## config.mk

```make
export PLATFORM = sky130hd
export DESIGN_NAME = bitwise_logic_pipe_flat
export DESIGN_NICKNAME = d
export VERILOG_FILES = /design/src/rtl/bitwise_logic_pipe_pkg.sv /design/src/rtl/bitwise_logic_pipe_if.sv /design/src/rtl/bitwise_logic_pipe_core.sv /design/src/rtl/bitwise_logic_pipe.sv /design/src/flat_wrapper.sv
export SDC_FILE = /design/constraint.sdc
export NUM_CORES = 1
export LEC_CHECK = 0
export BUFFER_PORTS_ARGS = -buffer_cell sky130_fd_sc_hd__buf_4
export CAP_MARGIN = 10
export CORE_ASPECT_RATIO = 1.2
export CORE_MARGIN = 2
export CORE_UTILIZATION = 58
export DETAILED_ROUTE_END_ITERATION = 7
export PLACE_DENSITY_LB_ADDON = 0.3
export SYNTH_ARGS = -nofsm -noshare
export SYNTH_HDL_FRONTEND = slang
export SYNTH_HIERARCHICAL = 1
export SYNTH_SLANG_ARGS = --single-unit
```

## constraint.sdc

```tcl
create_clock -name clock -period 2.1 [get_ports clock]
set_input_delay 0.105 -clock clock [delete_from_list [all_inputs] [get_ports clock]]
set_output_delay 0.105 -clock clock [all_outputs]
set_load 0.01 [all_outputs]
```

## src/rtl/bitwise_logic_pipe_pkg.sv

```systemverilog
// Shared op-code definitions for the bitwise logic pipe.
// Codes 8/9 (SIG0/SIG1) are only legal when BITWISE_SIGMA_EN is defined.
package bitwise_pkg;

  localparam int unsigned OP_W = 4;

  typedef logic [OP_W-1:0] op_t;

  localparam op_t OP_AND  = 4'd0;
  localparam op_t OP_OR   = 4'd1;
  localparam op_t OP_XOR  = 4'd2;
  localparam op_t OP_NOT  = 4'd3;
  localparam op_t OP_ANDN = 4'd4;
  localparam op_t OP_CH   = 4'd5;
  localparam op_t OP_MAJ  = 4'd6;
  localparam op_t OP_XOR3 = 4'd7;
  localparam op_t OP_SIG0 = 4'd8;
  localparam op_t OP_SIG1 = 4'd9;

endpackage

```

## src/rtl/bitwise_logic_pipe_if.sv

```systemverilog
// Valid/ready request and response bus of the bitwise logic pipe.
interface bitwise_logic_pipe_if #(
  parameter int unsigned WIDTH = 32
) ();
  import bitwise_pkg::*;

  logic             in_valid;
  logic             in_ready;
  op_t              in_op;
  logic [WIDTH-1:0] in_x;
  logic [WIDTH-1:0] in_y;
  logic [WIDTH-1:0] in_z;
  logic             out_valid;
  logic             out_ready;
  logic [WIDTH-1:0] out_data;
  logic             out_err;

  // Producer / consumer side (testbench, upstream datapath)
  modport master (
    output in_valid, in_op, in_x, in_y, in_z, out_ready,
    input  in_ready, out_valid, out_data, out_err
  );

  // Pipe side
  modport slave (
    input  in_valid, in_op, in_x, in_y, in_z, out_ready,
    output in_ready, out_valid, out_data, out_err
  );

endinterface

```

## src/rtl/bitwise_logic_pipe_core.sv

```systemverilog
// Combinational bitwise operation unit used in stage 2.
// Optional macro BITWISE_SIGMA_EN adds SHA-256 SIG0/SIG1 (WIDTH must be 32).
module bitwise_logic_core
  import bitwise_pkg::*;
#(
  parameter int unsigned WIDTH = 32
) (
  input  op_t              op,
  input  logic [WIDTH-1:0] x,
  input  logic [WIDTH-1:0] y,
  input  logic [WIDTH-1:0] z,
  output logic [WIDTH-1:0] result,
  output logic             err
);

`ifdef BITWISE_SIGMA_EN
  if (WIDTH != 32) begin : g_sigma_width_chk
    $error("bitwise_logic_core: BITWISE_SIGMA_EN requires WIDTH == 32");
  end

  function automatic logic [31:0] rotr(input logic [31:0] v, input int unsigned n);
    return (v >> n) | (v << (32 - n));
  endfunction

  logic [31:0] x32_c;
  logic [31:0] sig0_c;
  logic [31:0] sig1_c;

  // SHA-256 big-sigma rotations of operand X
  assign x32_c  = 32'(x);
  assign sig0_c = rotr(x32_c, 2) ^ rotr(x32_c, 13) ^ rotr(x32_c, 22);
  assign sig1_c = rotr(x32_c, 6) ^ rotr(x32_c, 11) ^ rotr(x32_c, 25);
`endif

  // Operation select; unknown codes yield zero with err set
  always_comb begin
    result = '0;
    err    = 1'b0;
    case (op)
      OP_AND:  result = x & y;
      OP_OR:   result = x | y;
      OP_XOR:  result = x ^ y;
      OP_NOT:  result = ~x;
      OP_ANDN: result = x & ~y;
      OP_CH:   result = (x & y) ^ (~x & z);
      OP_MAJ:  result = (x & y) ^ (x & z) ^ (y & z);
      OP_XOR3: result = x ^ y ^ z;
`ifdef BITWISE_SIGMA_EN
      OP_SIG0: result = WIDTH'(sig0_c);
      OP_SIG1: result = WIDTH'(sig1_c);
`endif
      default: begin
        result = '0;
        err    = 1'b1;
      end
    endcase
  end

endmodule

```

## src/rtl/bitwise_logic_pipe.sv

```systemverilog
// Two-stage valid/ready bitwise logic pipe with saturating completion counter.
// Optional macro BITWISE_SIGMA_EN enables SIG0/SIG1 in the core.
module bitwise_logic_pipe
  import bitwise_pkg::*;
#(
  parameter int unsigned WIDTH = 32,
  parameter int unsigned CNT_W = 16
) (
  input  logic                 clock,
  input  logic                 reset_n,
  bitwise_logic_pipe_if.slave  bus,
  output logic                 busy,
  output logic [CNT_W-1:0]     op_count
);

  logic             s1_valid_q, s1_valid_d;
  op_t              s1_op_q,    s1_op_d;
  logic [WIDTH-1:0] s1_x_q,     s1_x_d;
  logic [WIDTH-1:0] s1_y_q,     s1_y_d;
  logic [WIDTH-1:0] s1_z_q,     s1_z_d;
  logic             out_valid_q, out_valid_d;
  logic [WIDTH-1:0] out_data_q,  out_data_d;
  logic             out_err_q,   out_err_d;
  logic [CNT_W-1:0] cnt_q,       cnt_d;

  logic             adv2_c;
  logic             in_ready_c;
  logic             accept_c;
  logic [WIDTH-1:0] core_result_c;
  logic             core_err_c;

  // Stage 2 can take new data when empty or when its result leaves this cycle
  assign adv2_c     = !out_valid_q | bus.out_ready;
  assign in_ready_c = !s1_valid_q | adv2_c;
  assign accept_c   = bus.in_valid & in_ready_c;

  bitwise_logic_core #(.WIDTH(WIDTH)) u_core (
    .op     (s1_op_q),
    .x      (s1_x_q),
    .y      (s1_y_q),
    .z      (s1_z_q),
    .result (core_result_c),
    .err    (core_err_c)
  );

  // Next-state for both pipeline stages and the completion counter
  always_comb begin
    s1_valid_d  = s1_valid_q;
    s1_op_d     = s1_op_q;
    s1_x_d      = s1_x_q;
    s1_y_d      = s1_y_q;
    s1_z_d      = s1_z_q;
    out_valid_d = out_valid_q;
    out_data_d  = out_data_q;
    out_err_d   = out_err_q;
    cnt_d       = cnt_q;

    if (accept_c) begin
      s1_valid_d = 1'b1;
      s1_op_d    = bus.in_op;
      s1_x_d     = bus.in_x;
      s1_y_d     = bus.in_y;
      s1_z_d     = bus.in_z;
    end else if (adv2_c) begin
      s1_valid_d = 1'b0;
    end

    if (adv2_c) begin
      out_valid_d = s1_valid_q;
      if (s1_valid_q) begin
        out_data_d = core_result_c;
        out_err_d  = core_err_c;
      end
    end

    if (out_valid_q && bus.out_ready && !(&cnt_q)) begin
      cnt_d = cnt_q + CNT_W'(1);
    end
  end

  // Pipeline and counter registers; reset wins over any handshake
  always_ff @(posedge clock) begin
    if (!reset_n) begin
      s1_valid_q  <= 1'b0;
      s1_op_q     <= '0;
      s1_x_q      <= '0;
      s1_y_q      <= '0;
      s1_z_q      <= '0;
      out_valid_q <= 1'b0;
      out_data_q  <= '0;
      out_err_q   <= 1'b0;
      cnt_q       <= '0;
    end else begin
      s1_valid_q  <= s1_valid_d;
      s1_op_q     <= s1_op_d;
      s1_x_q      <= s1_x_d;
      s1_y_q      <= s1_y_d;
      s1_z_q      <= s1_z_d;
      out_valid_q <= out_valid_d;
      out_data_q  <= out_data_d;
      out_err_q   <= out_err_d;
      cnt_q       <= cnt_d;
    end
  end

  assign bus.in_ready  = in_ready_c;
  assign bus.out_valid = out_valid_q;
  assign bus.out_data  = out_data_q;
  assign bus.out_err   = out_err_q;
  assign busy          = s1_valid_q | out_valid_q;
  assign op_count      = cnt_q;

endmodule

```

## src/flat_wrapper.sv

```systemverilog
// flat-port wrapper written by rule: the top's interface ports become plain ports
module bitwise_logic_pipe_flat import bitwise_pkg::*;
#(
  parameter int unsigned WIDTH = 32,
  parameter int unsigned CNT_W = 16
)
  (clock, reset_n, busy, op_count, bus_in_valid, bus_in_op, bus_in_x, bus_in_y, bus_in_z, bus_out_ready, bus_in_ready, bus_out_valid, bus_out_data, bus_out_err);
  bitwise_logic_pipe_if #(.WIDTH(WIDTH)) bus_i ();
  input  logic clock;
  input  logic reset_n;
  output logic busy;
  output logic [CNT_W-1:0] op_count;
  input wire logic [$bits(bus_i.in_valid)-1:0] bus_in_valid;
  input wire logic [$bits(bus_i.in_op)-1:0] bus_in_op;
  input wire logic [$bits(bus_i.in_x)-1:0] bus_in_x;
  input wire logic [$bits(bus_i.in_y)-1:0] bus_in_y;
  input wire logic [$bits(bus_i.in_z)-1:0] bus_in_z;
  input wire logic [$bits(bus_i.out_ready)-1:0] bus_out_ready;
  output wire logic [$bits(bus_i.in_ready)-1:0] bus_in_ready;
  output wire logic [$bits(bus_i.out_valid)-1:0] bus_out_valid;
  output wire logic [$bits(bus_i.out_data)-1:0] bus_out_data;
  output wire logic [$bits(bus_i.out_err)-1:0] bus_out_err;
  assign bus_i.in_valid = bus_in_valid;
  assign bus_i.in_op = bus_in_op;
  assign bus_i.in_x = bus_in_x;
  assign bus_i.in_y = bus_in_y;
  assign bus_i.in_z = bus_in_z;
  assign bus_i.out_ready = bus_out_ready;
  assign bus_in_ready = bus_i.in_ready;
  assign bus_out_valid = bus_i.out_valid;
  assign bus_out_data = bus_i.out_data;
  assign bus_out_err = bus_i.out_err;
  bitwise_logic_pipe #(.WIDTH(WIDTH), .CNT_W(CNT_W)) u_core (.clock(clock), .reset_n(reset_n), .bus(bus_i), .busy(busy), .op_count(op_count));
endmodule
```

# Word level (Yosys, flattened, before mapping)
# Index checks and enable logic that the tools add are counted.
# totals
ff_bits	151
inputBits	104
out_inout_bits	52
word_cells	48
# classes
add_sub_neg	1
n_eq_ne	7
mux	4
n_bitwise	17
reduce_logical	10
# op_table
cell	n
case mux 32 bit (8 select lines)	1
bitwise AND 32 bit	5
XOR 32 bit	5
inverter 32 bit	2
OR 32 bit	1
adder 16 x 1 -> 16 bit, second input constant	1
equality test 4 x 3 -> 1 bit, second input constant	4
AND reduction 16 bit	1
equality test 4 x 2 -> 1 bit, second input constant	2
OR reduction 8 bit	1
equality test 4 x 1 -> 1 bit, second input constant	1
logical NOT 4 bit	1
logical NOT 1 bit	3
2-to-1 mux 1 bit	3
OR 1 bit	3
logical AND 1 bit	2
AND reduction 2 bit	1
nonzero test 2 bit	1
bitwise AND 1 bit	1

# Longest topological paths before layout
# Gate-level depths: netlist of the first run.
# depth
ltp_word	5
depth_mapped	9
mapped_depth_nobuf	8

# Hierarchy
# The synthesis of the first run kept the hierarchy.
# by_module_without_submodules
module	instances	cells_each	area_each_um2	seq_area_each_um2
bitwise_logic_pipe	1	684	5407.7	3022.9
bitwise_logic_core	1	505	4235.3	0.0

# Worst setup path before layout of the first run
# Ideal clock, no wire load.
# synth_timing
path_kind	register to register
from	register u_core.cnt_q[9], in the netlist u_core/op_count[9]
to	register u_core.cnt_q[13], in the netlist u_core/op_count[13]
setup_time_ns	0.070
arrival_ns	1.802
t_required_ns	2.030
slack_ns	0.228
path_stages_with_launch	5
n_path_buf	0
period_less_slack_ns	1.872
path_cell_list	dfxtp_1 nand4_2 or4_4 or4_1 a21oi_1
# synth_via
elab_chain_cells	3
elab_cells_between_ends	4
classes_between	add/sub (1); reduce/logical (3)
# synth_lines
item	line	text
start, declared	bitwise_logic_pipe.sv:24	logic [CNT_W-1:0] cnt_q, cnt_d;
start signal, assigned	bitwise_logic_pipe.sv:102	cnt_q <= cnt_d;
parallel branches: the longest is 3 deep, another holds adder 16 x 1 -> 16 bit	n/a	
# Several ways; the timed one is not identified.
# A chain may end at the register's enable or synchronous reset.

# Worst setup path in the final report of the first run
# layout_timing
from	register u_core.s1_op_q[0]
to	register u_core.out_data_q[30], in the netlist u_core/bus.out_data[30]
# layout_via
elab_chain_cells	2
elab_cells_between_ends	9
classes_between	eq/ne (7); mux (1); reduce/logical (1)
# layout_lines
item	line	text
start, declared	bitwise_logic_pipe.sv:17	op_t s1_op_q, s1_op_d;
start signal, assigned	bitwise_logic_pipe.sv:95	s1_op_q <= s1_op_d;
equality test 4 x 3 -> 1 bit, or another cell as far along	bitwise_logic_pipe_core.sv:39	case (op)
case mux 32 bit (8 select lines) *	bitwise_logic_pipe_core.sv:39	
net u_core.core_result_c[30]	bitwise_logic_pipe.sv:29	logic [WIDTH-1:0] core_result_c;
end signal, assigned	bitwise_logic_pipe.sv:100	out_data_q <= out_data_d;
end, declared	bitwise_logic_pipe.sv:22	logic [WIDTH-1:0] out_data_q, out_data_d;
# The timed path passes the listed nets; every way through them passes the cells marked *.

==> results of run 1 <==
[cells by family after synthesis]
| family | Yosys count |
|---|---|
| flip-flops | 151 |
| adder cells (fa/ha/maj) | 129 |
| AO/OA/AOI/OAI | 294 |
| AND/OR/NAND/NOR | 425 |
| buffers and inverters | 151 |
| multiplexers | 39 |
[cell type report]
| class | count | area share, % |
|---|---|---|
| clock inverter | 13 | 1.030 |
| timing repair buffer | 287 | 19.97 |
| inverter | 70 | 2.080 |
| sequential | 151 | 23.72 |
| clock buffer | 19 | 3.394 |
| antenna | 1 | 0.01962 |
| multi-input combinational | 887 | 47.70 |
| tap | 212 | 2.080 |
[path summary, 6_finish.rpt]
path,start,to,cells after the start
hold reg to reg,u_core/bus.out_data[1],u_core/bus.out_data[1],2
setup / recovery,u_core/s1_op_q[0],u_core/bus.out_data[30],7
hold / removal,bus_out_ready,u_core/bus.out_valid,4
setup reg to reg,u_core/s1_op_q[0],u_core/bus.out_data[30],7
[stage by stage]
| step | hold WS (ns) | utilization (%) |
|---|---|---|
| 2_1_floorplan | 0.2410 | - |
| 3_3_place_gp | 0.3526 | 68.61 |
| 3_5_place_dp | 0.3621 | 68.61 |
| 4_1_cts | 0.07918 | 78.35 |
| 5_1_grt | 0.09866 | 78.39 |
| 6_report | 0.08375 | 78.39 |
[Yosys cell counts, types with 31 or more instances]
| library cell | number | area share, % |
|---|---|---|
| a21oi_1 | 152 | 7.9 |
| a22oi_1 | 31 | 2.4 |
| clkbuf_1 | 61 | 2.4 |
| dfxtp_1 | 151 | 31 |
| fa_1 | 32 | 6.6 |
| ha_1 | 97 | 13 |
| inv_1 | 69 | 2.7 |
| mux2_2 | 33 | 3.9 |
| nand2_1 | 310 | 12 |
| nand3_1 | 33 | 1.7 |
| nor2_1 | 41 | 1.6 |
[timing repair]
item	in CTS	in global routing
hold buffers	102	0
hold endpoints to repair	103	0
endpoints found under the setup margin	0	20
resized for setup	0	2
[per-layer routing]
layer / vias to the layer above / GRT usage [%] / part of all wire (%)
met2: 437 / 58.43 / 50
met1: 4673 / 38.90 / 39
met4: 0 / 16.32 / 4.1
met5: - / 0 / 0
li1: 4538 / - / -
met3: 122 / 6.722 / 6.8
[flip-flops by register name, indices dropped and copies added (netlist names)]
signal	count
u_core/bus.out_data	32
u_core/s1_x_q	32
u_core/s1_y_q	32
u_core/s1_z_q	32
u_core/op_count	16
u_core/s1_op_q	4
u_core/bus.out_err	1
u_core/bus.out_valid	1
u_core/s1_valid_q	1
[report_power, final]
group | leakage (nW) | internal [mW] | switching, mW | total, mW
clock | 0.277 | 1.74 | 1.27 | 3.01
combinational | 3.97 | 0.640 | 0.659 | 1.30
sequential | 1.24 | 2.99 | 0.203 | 3.20
total | 5.48 | 5.37 | 2.13 | 7.51
[placed cells by master (no fill, tap or decap), types with 2 or more instances in the layout]
cell,n
a21oi_1,151
a221oi_1,28
a22o_1,29
a22oi_1,31
and2_1,2
and3_1,2
buf_12,11
buf_4,174
bufinv_16,2
clkbuf_1,2
clkbuf_16,17
clkinv_2,6
clkinv_4,2
clkinvlp_4,2
dfxtp_1,149
dfxtp_2,2
dlygate4sd3_1,102
fa_1,32
ha_1,97
inv_1,69
mux2_2,33
mux2i_1,6
nand2_1,309
nand2b_1,3
nand2b_2,2
nand3_1,33
nand4_1,3
nor2_1,36
nor2_4,4
nor2b_4,2
nor3_1,2
nor3b_1,2
o21ai_0,7
o2bb2ai_1,29
o31ai_1,9
o41ai_1,3
or3_1,3
or4_1,7
[worst max-delay path: stages, from the launching register on]
cell     delay (ns)
dfxtp_1        0.41
buf_4          0.23
nor2_4         0.41
buf_4          0.34
a22oi_1        0.13
nand3_1        0.11
nand2_1        0.07
a21oi_1        0.18
==> flow_summary.ini, run 1 <==
[detailed_routing]
vias_per_cell = 5.957
ant_nets = 0
wl_per_cell_um = 17.91
first_pass_iters = 6
drc = 0
drt_wl_total_um = 29380
vias = 9770
drt_first_iter_violations = 735

[yosys]
synth_xor_area_share_pct = 0
avgSynthCellArea_sq_um = 8.110
synth_edf_count = 0
synthCells = 1189
ys_types = 49
ys.flop_type = dfxtp_1
yosysSeqAreaShare_pct = 31.35
synth-simple-area-share_pct = 18.49
synth_seq_cells = 151
syn_area_sq_mm = 0.009643
syn_nets = 1422
async_reset_ff_share_pct = 0
ys.warnings.count = 6
synthMuxAreaShare_pct = 4.476
synth_compound_area_share_pct = 20.06
synthAdderAreaFrac_pct = 19.23
synth_top_family_by_area = compound AO/OA/AOI/OAI gates

[timing]
setup_slack_ns = 0.1459
setup_tns_ns = 0
finalHoldViolCount = 0
skew_ns = 0.01102
timing.fmax_mhz = 511.7
slew_headroom_pct = 33.38
period_needed_ns = 1.954
worst_slew_pin_slew_ns = 0.9972
slew_violations = 0
rsz0062_at_grt = no
setup_violations = 0
fin_crit_sh_pct = 93.05

[run_status]
outcome = complete, no violations

[setup_path]
crit_path_end_kind = flip-flop
crit_arrival_ns = 2.32
ff2ff_setup_slack_ns = 0.15
critPathKind = flip-flop to flip-flop
cp_max_fo = 16
start_kind = flip-flop
worst_ep_required_time_ns = 2.47

[final_layout]
synthToLayoutAreaGrowth_pct = 32.27
fillers = 1090
final_area_sq_mm = 0.01275
stdcell_count = 1640
drive_gt1_share_pct = 19.06
multiInputGateArea_sq_mm = 0.006085
nNetsFinal = 1647
seq_area_sq_mm = 0.003025

[die]
ios = 156
core_area_sq_mm = 0.01627
fp.dieW_um = 121.7
fp.dieH_um = 145.2
rows = 51
initial_core_util_pct = 59.26
dieArea_sq_mm = 0.01768

[placed_design]
portBuffers = 155
place_congestion = 0.8480
placed_cell_area_sq_mm = 0.01116
place_inst = 1505
dpl_worst_slack_ns = 0.1429
place_hpwl_um = 17470

[clock_network]
clk_latency_ns = 0.44
cts_tree = done
clk_pin_slew_ns = 0.07
cts_root_buf = clkbuf_16
cts_max_level = 4
cts_buffer_depth = 2
clock_sinks = 151
numCtsBuffers = 17
cts_setup_buffers = 0

[global_routing]
grtUsageTotal_pct = 33.59
overflow = 0
grt_pass1_vias = 9912
grt_pass1_wl_um = 47790
grt_max_degree = 48
antenna_found_initial = 1

[pwr]
irDropWorstVdd_mv = 0.5774
leakage_nw = 5.480
total_power_mw = 7.505
pwr_density_cell_mw_per_mm2 = 588.4

[worst_hold_path]
min_path_type = input port to flip-flop

[job]
cap_violations = 0
Power figures use the tool's default switching activity.
==> run 2, diff against run 1 <==
ABC_AREA = 1   (was default)
CORE_UTILIZATION = 59   (was 58)
==> run 2 against run 1 <==
Cell count up 23%; flip-flop and latch count unchanged; sequential power up 3%; core utilization down 1.4 points; critical path type unchanged; highest routed layer unchanged.
==> flow_summary.ini, run 2 <==
[run_status]
outcome = complete, no violations

[timing]
skew_ns = 0.007408
period_needed_ns = 1.707
finalHoldViolCount = 0
setup_slack_ns = 0.3932
worst_slew_pin_slew_ns = 0.5320
setup_violations = 0
setup_tns_ns = 0
slew_headroom_pct = 64.53
rsz0062_at_grt = no
timing.fmax_mhz = 585.9
slew_violations = 0
fin_crit_sh_pct = 81.28

[detailed_routing]
drt_first_iter_violations = 852
ant_nets = 0
first_pass_iters = 7
vias_per_cell = 5.481
wl_per_cell_um = 14.83
drt_wl_total_um = 29800
drc = 0
vias = 11020

[clock_network]
cts_max_level = 4
cts_buffer_depth = 2
cts_resized = 0
cts_root_buf = clkbuf_16
cts_hold_buf = 94
numCtsBuffers = 17
cts_setup_buffers = 0
clk_latency_ns = 0.43
clk_pin_slew_ns = 0.06
cts_tree = done
clock_sinks = 151

[yosys]
synthTopCellsByArea = dfxtp_1 (29%), nor2_1 (13%), nand2_1 (12%)
ys_types = 28
ys.flop_type = dfxtp_1
yosysSeqAreaShare_pct = 28.75
ys_top_cells_by_count = nor2_1 (368), nand2_1 (340), nand3_1 (204)
synth-simple-area-share_pct = 39.31
yosysTopAreaCell = dfxtp_1
synth_seq_cells = 151
ys.warnings.count = 6
avgSynthCellArea_sq_um = 6.667
synthAdderAreaFrac_pct = 17.64
synth_xor_area_share_pct = 0
async_reset_ff_share_pct = 0
yosysTopAreaCellShare_pct = 28.75
synth_top_family_by_area = simple AND/OR/NAND/NOR gates
synth_most_common_cell = nor2_1
synthMuxAreaShare_pct = 0
synthCells = 1577
syn_area_sq_mm = 0.01051
syn_nets = 1810
synth_edf_count = 0
synth_compound_area_share_pct = 6.807

[setup_path]
critPathKind = flip-flop to flip-flop
worst_ep_required_time_ns = 2.46
crit_arrival_ns = 2.07
start_kind = flip-flop
cp_max_fo = 36
crit_path_end_kind = flip-flop

[worst_hold_path]
min_path_type = input port to flip-flop

[global_routing]
grt_pass1_vias = 10570
grt_max_degree = 102
antenna_found_initial = 2
overflow = 0
grtUsageTotal_pct = 31.28
grt_pass1_wl_um = 48750

[final_layout]
utilization_pct = 76.97
drive_gt1_share_pct = 13.59
nNetsFinal = 2009
fillers = 1282
layout_commonest_cell = nor2_1
multiInputGateArea_sq_mm = 0.006740
seq_area_sq_mm = 0.003023
mostFrequentLayoutCells = nor2_1 (365), nand2_1 (340), nand3_1 (204), buf_4 (165), dfxtp_1 (151)
synthToLayoutAreaGrowth_pct = 28.17

[die]
fp.dieW_um = 125.9
initial_core_util_pct = 60.06
ios = 156
dieArea_sq_mm = 0.01891
rows = 53
fp.dieH_um = 150.2
core_area_sq_mm = 0.01751

[pwr]
irDropWorstVdd_mv = 0.6479
pwr_density_cell_mw_per_mm2 = 627.2
leakage_nw = 6.783

[job]
cap_violations = 0

[placed_design]
place_hpwl_um = 18160
portBuffers = 155
dpl_worst_slack_ns = 0.4711
place_congestion = 0.8706
## run 2: changes by cell type after synthesis, moves of 29 or more
cell / delta
a21oi_1: -145
a22o_1: -29
a22oi_1: -31
buf_2: +38
clkbuf_1: -31
mux2_2: -33
nand2_1: +30
nand3_1: +171
nand3b_1: +30
nor2_1: +327
o21ai_0: +105
o2bb2ai_1: -29
## run 2: worst paths after layout
path | cells after the start | to | start | slack, ns
min | 3 | u_core/s1_op_q[1] | bus_in_op[1] | 0.01
max | 9 | u_core/bus.out_data[2] | u_core/s1_op_q[2] | 0.39
max reg2reg | 9 | u_core/bus.out_data[2] | u_core/s1_op_q[2] | 0.39
min reg2reg | 2 | u_core/bus.out_data[29] | u_core/bus.out_data[29] | 0.48
## run 2: worst max-delay path, cell delays in order (launching register included)
cell,delay (ns)
dfxtp_1,0.42
inv_1,0.10
nor2_4,0.33
buf_12,0.25
nand3_1,0.11
nand2_1,0.09
nor2_1,0.04
nand2_1,0.05
o21ai_0,0.12
nor2_1,0.11
## run 2: logic make-up (layout without fill, tap and decap cells)
kind of cell / Yosys count / count (layout)
other: 0 / 2
adder cells (fa/ha/maj): 129 / 129
AND/OR/NAND/NOR: 972 / 972
AO/OA/AOI/OAI: 143 / 143
flip-flops: 151 / 151
buffers and inverters: 182 / 393
## run 2: routing by layer
layer / global-route usage (%) / up-vias / wire length, um
met5: 0 / - / 0
met4: 14.62 / 0 / 1124
met3: 5.686 / 99 / 1872
met2: 55.24 / 426 / 15040
met1: 36.99 / 5086 / 11770
li1: - / 5406 / -
## run 2: cell type report
| class | instances | share of cell area, % |
|---|---|---|
| clock inverter | 11 | 1.458 |
| tap | 220 | 2.043 |
| sequential | 151 | 22.43 |
| multi-input combinational | 1244 | 50.02 |
| clock buffer | 20 | 3.463 |
| inverter | 90 | 2.516 |
| antenna | 2 | 0.03714 |
| timing repair buffer | 272 | 18.03 |
## run 2: metrics by stage
stage	cell area, sq um	cells	hold WS (ns)	total power, mW
final	13480	2010	0.01315	8.452
after global routing	13480	2010	0.005761	8.860
after CTS	13460	2007	0.002252	8.457
after detailed placement	11860	1882	0.3483	4.874
after global placement	11860	1882	0.3437	4.819
after floorplan	10510	1577	0.2511	4.290
## run 2: where the power goes
group	total [mW]	internal (mW)	switching, mW
Combinational	1.70	0.754	0.942
Sequential	3.31	3.06	0.253
Clock	3.45	2.20	1.25
==> run 3, diff against run 2 <==
ABC_AREA = 0   (was 1)
CORE_UTILIZATION = 58   (was 59)
clock period = 1.8 ns   (was 2.1 ns; I/O delays follow)
==> run 3 against run 2 <==
Worst setup slack worse by 0.50 ns; largest cell class unchanged; the flow now finishes with violations (setup timing); count of clock-buffer cells in the layout up 2; critical endpoint is now u_core/bus.out_data[3]; die area down 6.5%; largest power group unchanged.
==> flow_summary.ini, run 3 (synthesized netlist as in run 1, its figures left out) <==
[final_layout]
fillers = 1010
layout_commonest_cell = nand2_1
stdcell_count = 1678
synthToLayoutAreaGrowth_pct = 37.01
utilization_pct = 81.19
multiInputGateArea_sq_mm = 0.006131
drive_gt1_share_pct = 22.13
seq_area_sq_mm = 0.003044
mostFrequentLayoutCells = nand2_1 (309), buf_4 (207), a21oi_1 (151), dfxtp_1 (140), dlygate4sd3_1 (102)
nNetsFinal = 1684

[detailed_routing]
ant_nets = 0
vias = 10090
vias_per_cell = 6.011
drt_wl_total_um = 30910
drt_first_iter_violations = 1118
wl_per_cell_um = 18.42
first_pass_iters = 6
drc = 0

[timing]
rsz0062_at_grt = yes
worst_slew_pin_slew_ns = 1.090
fin_crit_sh_pct = 105.9
setup_tns_ns = -0.2141
period_needed_ns = 1.906
finalHoldViolCount = 0
slew_violations = 0
setup_slack_ns = -0.1061
setup_violations = 5
slew_headroom_pct = 27.01
skew_ns = 0.006508
timing.fmax_mhz = 524.6

[clock_network]
clk_pin_slew_ns = 0.06
numCtsBuffers = 17
cts_max_level = 4
cts_root_buf = clkbuf_16
clk_latency_ns = 0.43
cts_tree = done
cts_buffer_depth = 2
clock_sinks = 151

[die]
ios = 156
core_area_sq_mm = 0.01627
dieArea_sq_mm = 0.01768
initial_core_util_pct = 59.26
fp.dieH_um = 145.2
rows = 51
fp.dieW_um = 121.7

[pwr]
irDropWorstVdd_mv = 0.6030
leakage_nw = 5.725
total_power_mw = 9.343
pwr_density_cell_mw_per_mm2 = 707.2

[setup_path]
reg2reg_depth = 8
worst_ep_required_time_ns = 2.13
crit_path_end_kind = flip-flop
cp_max_fo = 20
crit_arrival_ns = 2.24
start_kind = flip-flop
critPathKind = flip-flop to flip-flop

[job]
cap_violations = 0

[global_routing]
overflow = 0
grtUsageTotal_pct = 34.20
grt_pass1_wl_um = 48690
grt_max_degree = 72
antenna_found_initial = 2
grt_pass1_vias = 10080

[placed_design]
portBuffers = 155
place_hpwl_um = 17810
place_congestion = 0.8470
place_inst = 1536
dpl_worst_slack_ns = 0.01896

[run_status]
outcome = complete, but fails checks
violations = setup timing

[worst_hold_path]
hold_depth = 4
min_path_type = input port to flip-flop
[run 3: where the power goes]
part           internal [mW]  switching (mW)  total (mW)  leakage, nW
Sequential              3.49           0.224        3.71         1.24
Clock                   2.58            1.45        4.03        0.317
Combinational          0.785           0.816        1.60         4.17
Total                   6.86            2.49        9.34         5.73
[run 3: layout make-up]
type	instances	area share, %
multi-input combinational	889	46.41
inverter	70	2.008
clock buffer	22	3.589
sequential	151	23.04
antenna	2	0.03788
clock inverter	10	1.449
tap	212	2.008
timing repair buffer	322	21.46
[run 3: layer usage]
| metal | vias to the layer above | global-route usage [%] | wire length [um] |
|---|---|---|---|
| met4 | 0 | 17.30 | 1558 |
| met5 | - | 0 | 0 |
| met2 | 577 | 58.60 | 15280 |
| li1 | 4606 | - | - |
| met1 | 4743 | 39.93 | 11490 |
| met3 | 161 | 7.075 | 2576 |
[run 3: critical path, stage by stage, from the launching register on]
cell and delay, ns:
dfxtp_4 0.42, buf_4 0.18, nor2b_4 0.25, buf_12 0.20, o2bb2ai_1 0.16, a22oi_1 0.16, nand3_1 0.13, nand2_1 0.07
a21oi_1 0.23
[run 3: path summary, 6_finish.rpt]
path / end / slack [ns] / start
setup / recovery: u_core/bus.out_data[3] / -0.11 / u_core/s1_op_q[1]
hold / removal: u_core/bus.out_valid / 0.06 / bus_out_ready
setup reg to reg: u_core/bus.out_data[3] / -0.11 / u_core/s1_op_q[1]
hold reg to reg: u_core/bus.out_data[2] / 0.46 / u_core/bus.out_data[2]
[run 3: timing repair]
item | in CTS | in global routing
buffers inserted | 2 | 2
gates resized for setup | 2 | 16
pin swaps | 1 | 3
endpoints found under the setup margin | 6 | 36
endpoints found under the hold margin | 103 | 0
hold buffers | 102 | 0
gates cloned | 1 | 1
[run 3: stage by stage]
stage	instance area [sq um]	hold slack [ns]
after detailed placement	11420	0.3443
final	13210	0.06172
after global placement	11420	0.3358
after floorplan	9648	0.2260
after CTS	13130	0.06243
after global routing	13210	0.06983
